### src/rtl/dmem_responder_pkg.sv
// Shared types for the data-memory responder: FSM state encoding and counter width.
package mem_pkg;

    typedef enum logic [1:0] {IDLE, WAIT, DONE} mem_state_t;

    localparam int LATENCY_BITS = 4;

endpackage

### src/rtl/dmem_responder_if.sv
// Load/store port between the controller (master) and the data-memory responder (slave).
interface dmem_responder_if #(
    parameter int NBITS = 8
);
    logic             MemRead;
    logic             MemWrite;
    logic [NBITS-1:0] address;
    logic [NBITS-1:0] wdata;
    logic [NBITS-1:0] rdata;
    logic             busy;

    modport master (
        output MemRead, MemWrite, address, wdata,
        input  rdata, busy
    );

    modport slave (
        input  MemRead, MemWrite, address, wdata,
        output rdata, busy
    );
endinterface

### src/rtl/dmem_responder_mem_array.sv
// Storage array: synchronous write, asynchronous read, synchronous clear of every word on reset.
module mem_array #(
    parameter int NBITS  = 8,
    parameter int NWORDS = 32,
    localparam int IW    = (NWORDS > 1) ? $clog2(NWORDS) : 1
) (
    input  logic             clock,
    input  logic             reset,
    input  logic             we,
    input  logic [IW-1:0]    waddr,
    input  logic [NBITS-1:0] wdat,
    input  logic [IW-1:0]    raddr,
    output logic [NBITS-1:0] rdat
);
    logic [NBITS-1:0] mem [NWORDS];

    always_ff @(posedge clock) begin
        if (reset) begin
            for (int i = 0; i < NWORDS; i++) begin
                mem[i] <= '0;
            end
        end else if (we) begin
            mem[waddr] <= wdat;
        end
    end

    assign rdat = mem[raddr];
endmodule

### src/rtl/dmem_responder.sv
// Data-memory responder: stalls the initiator with busy for LATENCY cycles per access, then
// completes in a one-cycle DONE state. LATENCY == 0 removes the FSM and reads combinationally.
module dmem_responder
    import mem_pkg::*;
#(
    parameter int NBITS   = 8,
    parameter int NWORDS  = 32,
    parameter int LATENCY = 2
) (
    input  logic            clock,
    input  logic            reset,
    dmem_responder_if.slave bus
);
    localparam int IW = (NWORDS > 1) ? $clog2(NWORDS) : 1;

    logic [IW-1:0]    idx;
    logic             we;
    logic [IW-1:0]    waddr;
    logic [IW-1:0]    raddr;
    logic [NBITS-1:0] wdat;
    logic [NBITS-1:0] rdat;

    assign idx = bus.address[IW-1:0];

    mem_array #(
        .NBITS  (NBITS),
        .NWORDS (NWORDS)
    ) u_mem (
        .clock (clock),
        .reset (reset),
        .we    (we),
        .waddr (waddr),
        .wdat  (wdat),
        .raddr (raddr),
        .rdat  (rdat)
    );

    generate
        if (NBITS > IW) begin : g_addr_hi
            logic unused_addr_hi;
            assign unused_addr_hi = ^bus.address[NBITS-1:IW];
        end

        if (LATENCY == 0) begin : g_bypass
            logic unused_rd;
            assign unused_rd = bus.MemRead;

            assign we        = bus.MemWrite;
            assign waddr     = idx;
            assign wdat      = bus.wdata;
            assign raddr     = idx;
            assign bus.rdata = rdat;
            assign bus.busy  = 1'b0;
        end else begin : g_fsm
            localparam logic [LATENCY_BITS-1:0] CNT_LOAD = LATENCY_BITS'(LATENCY - 1);

            mem_state_t              state;
            logic [LATENCY_BITS-1:0] cnt;
            logic [IW-1:0]           lat_idx;
            logic [NBITS-1:0]        lat_wdata;
            logic                    lat_write;
            logic [NBITS-1:0]        rdata_q;

            logic req;
            logic start_done;
            logic finish;
            logic fin_write;

            assign req = bus.MemRead | bus.MemWrite;

            // With LATENCY == 1 the access completes straight from IDLE using the live inputs;
            // otherwise it completes from WAIT using the latched copies.
            assign start_done = (state == IDLE) && req && (CNT_LOAD == '0);
            assign finish     = start_done ||
                                ((state == WAIT) && (cnt <= LATENCY_BITS'(1)));
            assign fin_write  = start_done ? bus.MemWrite : lat_write;

            assign we    = finish && fin_write;
            assign waddr = start_done ? idx : lat_idx;
            assign raddr = waddr;
            assign wdat  = start_done ? bus.wdata : lat_wdata;

            assign bus.busy  = ((state == IDLE) && req) || (state == WAIT);
            assign bus.rdata = rdata_q;

            always_ff @(posedge clock) begin
                if (reset) begin
                    state     <= IDLE;
                    cnt       <= '0;
                    lat_idx   <= '0;
                    lat_wdata <= '0;
                    lat_write <= 1'b0;
                    rdata_q   <= '0;
                end else begin
                    if (finish && !fin_write) begin
                        rdata_q <= rdat;
                    end
                    case (state)
                        IDLE: begin
                            if (req) begin
                                lat_idx   <= idx;
                                lat_wdata <= bus.wdata;
                                lat_write <= bus.MemWrite;
                                cnt       <= CNT_LOAD;
                                state     <= (CNT_LOAD == '0) ? DONE : WAIT;
                            end
                        end
                        WAIT: begin
                            if (cnt != '0) begin
                                cnt <= cnt - 1'b1;
                            end
                            if (finish) begin
                                state <= DONE;
                            end
                        end
                        DONE:    state <= IDLE;
                        default: state <= IDLE;
                    endcase
                end
            end
        end
    endgenerate
endmodule

### src/flat_wrapper.sv
// flat-port wrapper written by rule: the top's interface ports become plain ports
module dmem_responder_flat import mem_pkg::*;
#(
    parameter int NBITS   = 8,
    parameter int NWORDS  = 32,
    parameter int LATENCY = 2
)
  (clock, reset, bus_MemRead, bus_MemWrite, bus_address, bus_wdata, bus_rdata, bus_busy);
  dmem_responder_if #(.NBITS(NBITS)) bus_i ();
  input  logic clock;
  input  logic reset;
  input wire logic [$bits(bus_i.MemRead)-1:0] bus_MemRead;
  input wire logic [$bits(bus_i.MemWrite)-1:0] bus_MemWrite;
  input wire logic [$bits(bus_i.address)-1:0] bus_address;
  input wire logic [$bits(bus_i.wdata)-1:0] bus_wdata;
  output wire logic [$bits(bus_i.rdata)-1:0] bus_rdata;
  output wire logic [$bits(bus_i.busy)-1:0] bus_busy;
  assign bus_i.MemRead = bus_MemRead;
  assign bus_i.MemWrite = bus_MemWrite;
  assign bus_i.address = bus_address;
  assign bus_i.wdata = bus_wdata;
  assign bus_rdata = bus_i.rdata;
  assign bus_busy = bus_i.busy;
  dmem_responder #(.NBITS(NBITS), .NWORDS(NWORDS), .LATENCY(LATENCY)) u_core (.clock(clock), .reset(reset), .bus(bus_i));
endmodule
### config.mk
export PLATFORM = sky130hd
export DESIGN_NAME = dmem_responder_flat
export DESIGN_NICKNAME = d
export VERILOG_FILES = /design/src/rtl/dmem_responder_pkg.sv /design/src/rtl/dmem_responder_if.sv /design/src/rtl/dmem_responder_mem_array.sv /design/src/rtl/dmem_responder.sv /design/src/flat_wrapper.sv
export SDC_FILE = /design/constraint.sdc
export NUM_CORES = 1
export LEC_CHECK = 0
export BUFFER_PORTS_ARGS = -buffer_cell sky130_fd_sc_hd__buf_2
export CAP_MARGIN = 20
export CELL_PAD_IN_SITES_DETAIL_PLACEMENT = 0
export CELL_PAD_IN_SITES_GLOBAL_PLACEMENT = 1
export CORE_MARGIN = 3
export CORE_UTILIZATION = 29
export CTS_BUF_LIST = sky130_fd_sc_hd__clkbuf_16
export CTS_CLUSTER_DIAMETER = 60
export CTS_CLUSTER_SIZE = 20
export DETAILED_ROUTE_END_ITERATION = 7
export GPL_TIMING_DRIVEN = 1
export HOLD_SLACK_MARGIN = 0.12
export PLACE_DENSITY = 0.45
export SYNTH_ARGS = -nofsm -noshare
export SYNTH_HDL_FRONTEND = slang
export SYNTH_HIERARCHICAL = 1
export SYNTH_SLANG_ARGS = --single-unit
### constraint.sdc
create_clock -name clock -period 5.5 [get_ports clock]
set_clock_uncertainty 0.05 [all_clocks]
set_input_delay 0.275 -clock clock [delete_from_list [all_inputs] [get_ports clock]]
set_output_delay 0.275 -clock clock [all_outputs]
set_load 0.1 [all_outputs]
==> impl_metrics.toml <==
[run_status]
status = "finished clean"

[yosys]
synth.top_cells.by_count = "and2_1, edfxtp_1, mux4_2"
synthesis.area_sq_um = 13000
synthArstFlopShare_pct = 0
synth.yosys.seq_area_share_pct = 63.4
synth-main-ff-cell = "edfxtp_1"
synth-edff-count = 256
synth_seq_cells = 284
yosysTopAreaCellShare_pct = 59.1
yosysUniqueCellTypes = 38
synth_top_area_cell = "edfxtp_1"
syn-instance-count = 864
yosysWarningCount = 6
synth.area.top_cells = "edfxtp_1, mux4_2, and2_1"
synth_fp_nets = 887
avgSynthCellArea_sq_um = 15.1

[placement]
placement.cell_area_sq_um = 13800
io_buffer_count = 25
hpwl_mm = 22.4
post-place-ws_ns = 1.85
place_congestion = 0.743

[critical_path]
end_kind = "flop"
worst_path_max_delay_cell = "nor2_1"
critPathRequiredTime_ns = 5.70
crit_path_max_fanout = 13
slowest_delay_ns = 0.77
path_cells = "nand2b_1, nor4b_1, nand4bb_1, nor2_1, or2_2"
crit_buf_inv = 0
rrSetupSlack_ns = 1.77
worstSetupPathType = "reg -> reg"
critical_path.top_delay_family = "simple AND/OR/NAND/NOR gates"
cp_data_arrival_time_ns = 3.93
cp-start-kind = "flop"

[timing]
fin_crit_sh_pct = 67.8
finalHoldViolations = 0
worst_slack_ns = 1.77
tns_ns = 0
fmax_mhz = 268
setup_violations = 0
slew_headroom_pct = 34.4
slew_violations = 0
fin_hold_ws_ns = 0.266
grt_setup_unrepaired = "false"
finalCriticalPeriod_ns = 3.73
tightest_slew_ns = 0.976

[routing]
dr_total_vias = 7196
vias_per_cell = 4.77
first_iter_violations = 451
drcViolationCount = 0
post_drt_wl_per_cell_microns = 23.3
drt_pass1_iterations = 4
routed_wl_mm = 35.2
antenna_left = 0

[floorplanning]
dieArea_sq_um = 47400
start_util_pct = 29.8
io_pins = 29
dieHeight_microns = 218
die_w_microns = 218
rows = 76
coreArea_sq_um = 43600

[clock_tree]
clockBufferDepth = 3
clk_latency_ns = 0.56
root_buffer = "clkbuf_16"
cts_resized = 0
clock_sinks = 284
post_cts_buffers = 0
cts_tree = "yes"
clkTransAtPathRegs_ns = 0.07
cts_made_buffers = 29
cts_htree_levels = 1

[grt]
first_global_vias = 7707
grt-ovfl-total = 0
grt_max_degree = 50
antenna_found_initial = 5
grt_pass1_wl_mm = 51.7
grtUsageTotal_pct = 15.0

[final_layout]
area_delta_synth_final_pct = 15.3
antenna_cells = 0
multiInputGateArea_sq_um = 4490
n_fill_cell = 4148
final_cell_area_sq_um = 15000
regArea_sq_um = 8260
final_net_count = 926
layout-drive-gt1-share_pct = 25.5

[pwr]
power-per-cell-area_nw_per_um2 = 340
ir_drop_mv = 0.170
leakage_nw = 5.26

[job]
maxCapViolCount = 0

[hold_path]
worstHoldPathType = "in -> reg"
-- cell families after synthesis --
| logic type | count (synthesis) | share of synthesized area [%] |
|---|---|---|
| and+or+nand+nor | 379 | 17.4 |
| DFF | 284 | 63.4 |
| muxes | 96 | 15.2 |
| buffers and inverters | 64 | 2.09 |
| AOI/OAI and AO/OA | 38 | 1.63 |
| adders and majority gates | 3 | 0.289 |
-- worst paths after layout --
path | cells past startpoint | startpoint | to
max reg2reg | 5 | u_core/g_fsm.state[1] | u_core/u_mem/mem[29][5]
max | 5 | u_core/g_fsm.state[1] | u_core/u_mem/mem[29][5]
min reg2reg | 2 | u_core/bus.rdata[3] | u_core/bus.rdata[3]
min | 4 | bus_MemRead | u_core/g_fsm.lat_idx[4]
-- worst min-delay path, delay by kind of cell --
kind                   cells  cell delay (ns)
AO/OA/AOI/OAI              2             0.28
AND/OR/NAND/NOR            1             0.19
buffers and inverters      1             0.09
-- state kept, by name (all words and copies together), names as in the netlist --
name,flops
u_core/bus.rdata,8
u_core/g_fsm.lat_idx,5
u_core/g_fsm.cnt,4
u_core/g_fsm.fin_write,1
u_core/g_fsm.state,2
u_core/u_mem/mem,256
u_core/g_fsm.lat_wdata,8
-- metal layers --
layer | GRT usage (%) | vias to the layer above | routed length, microns
met3 | 1.89 | 31 | 1330
met1 | 20.7 | 3759 | 16000
met2 | 25.6 | 141 | 17300
met5 | 0 | - | 0
met4 | 3.31 | 0 | 522
li1 | - | 3265 | -
-- cell type report --
cell class,instances,area share [%]
clock inverters,24,1.95
well taps,585,4.88
clock buffers,29,4.84
flip-flops and latches,284,55.1
inverters,5,0.125
multi-input cells,516,30.0
repair buffers,67,3.19
-- report_power, final --
part | internal [W] | total (W) | switching (W) | leakage (nW)
registers | 0.00243 | 0.00252 | 0.0000914 | 2.87
clock network | 0.00108 | 0.00205 | 0.000965 | 0.492
logic | 0.000211 | 0.000534 | 0.000323 | 1.89
-- what timing repair did --
action / in CTS / in global routing
endpoints found under the setup margin: 0 / 0
hold buffers: 15 / 0
endpoints found under the hold margin: 14 / 0
-- through the flow --
| step | cells | power [W] | util [%] |
|---|---|---|---|
| 2_1_floorplan | 864 | 0.00289 | - |
| 3_3_place_gp | 1441 | 0.00309 | 31.7 |
| 3_5_place_dp | 1441 | 0.00310 | 31.7 |
| 4_1_cts | 1509 | 0.00518 | 34.3 |
| 5_1_grt | 1510 | 0.00530 | 34.4 |
| 6_report | 1510 | 0.00510 | 34.4 |
-- cells in the final DEF (no fill, tap or decap), types with 4 or more instances in the layout --
cell / count
and2_1: 256
edfxtp_1: 256
mux4_2: 80
nor2_1: 35
or2_2: 33
clkbuf_16: 29
buf_4: 27
buf_2: 25
dfxtp_1: 23
nand2_1: 19
o21ai_0: 16
a21oi_1: 16
dlygate4sd3_1: 15
nand3_1: 14
mux2i_1: 8
mux2_2: 8
inv_6: 7
clkinv_8: 7
inv_1: 5
dfxtp_2: 4
Power figures use the tool's default switching activity.
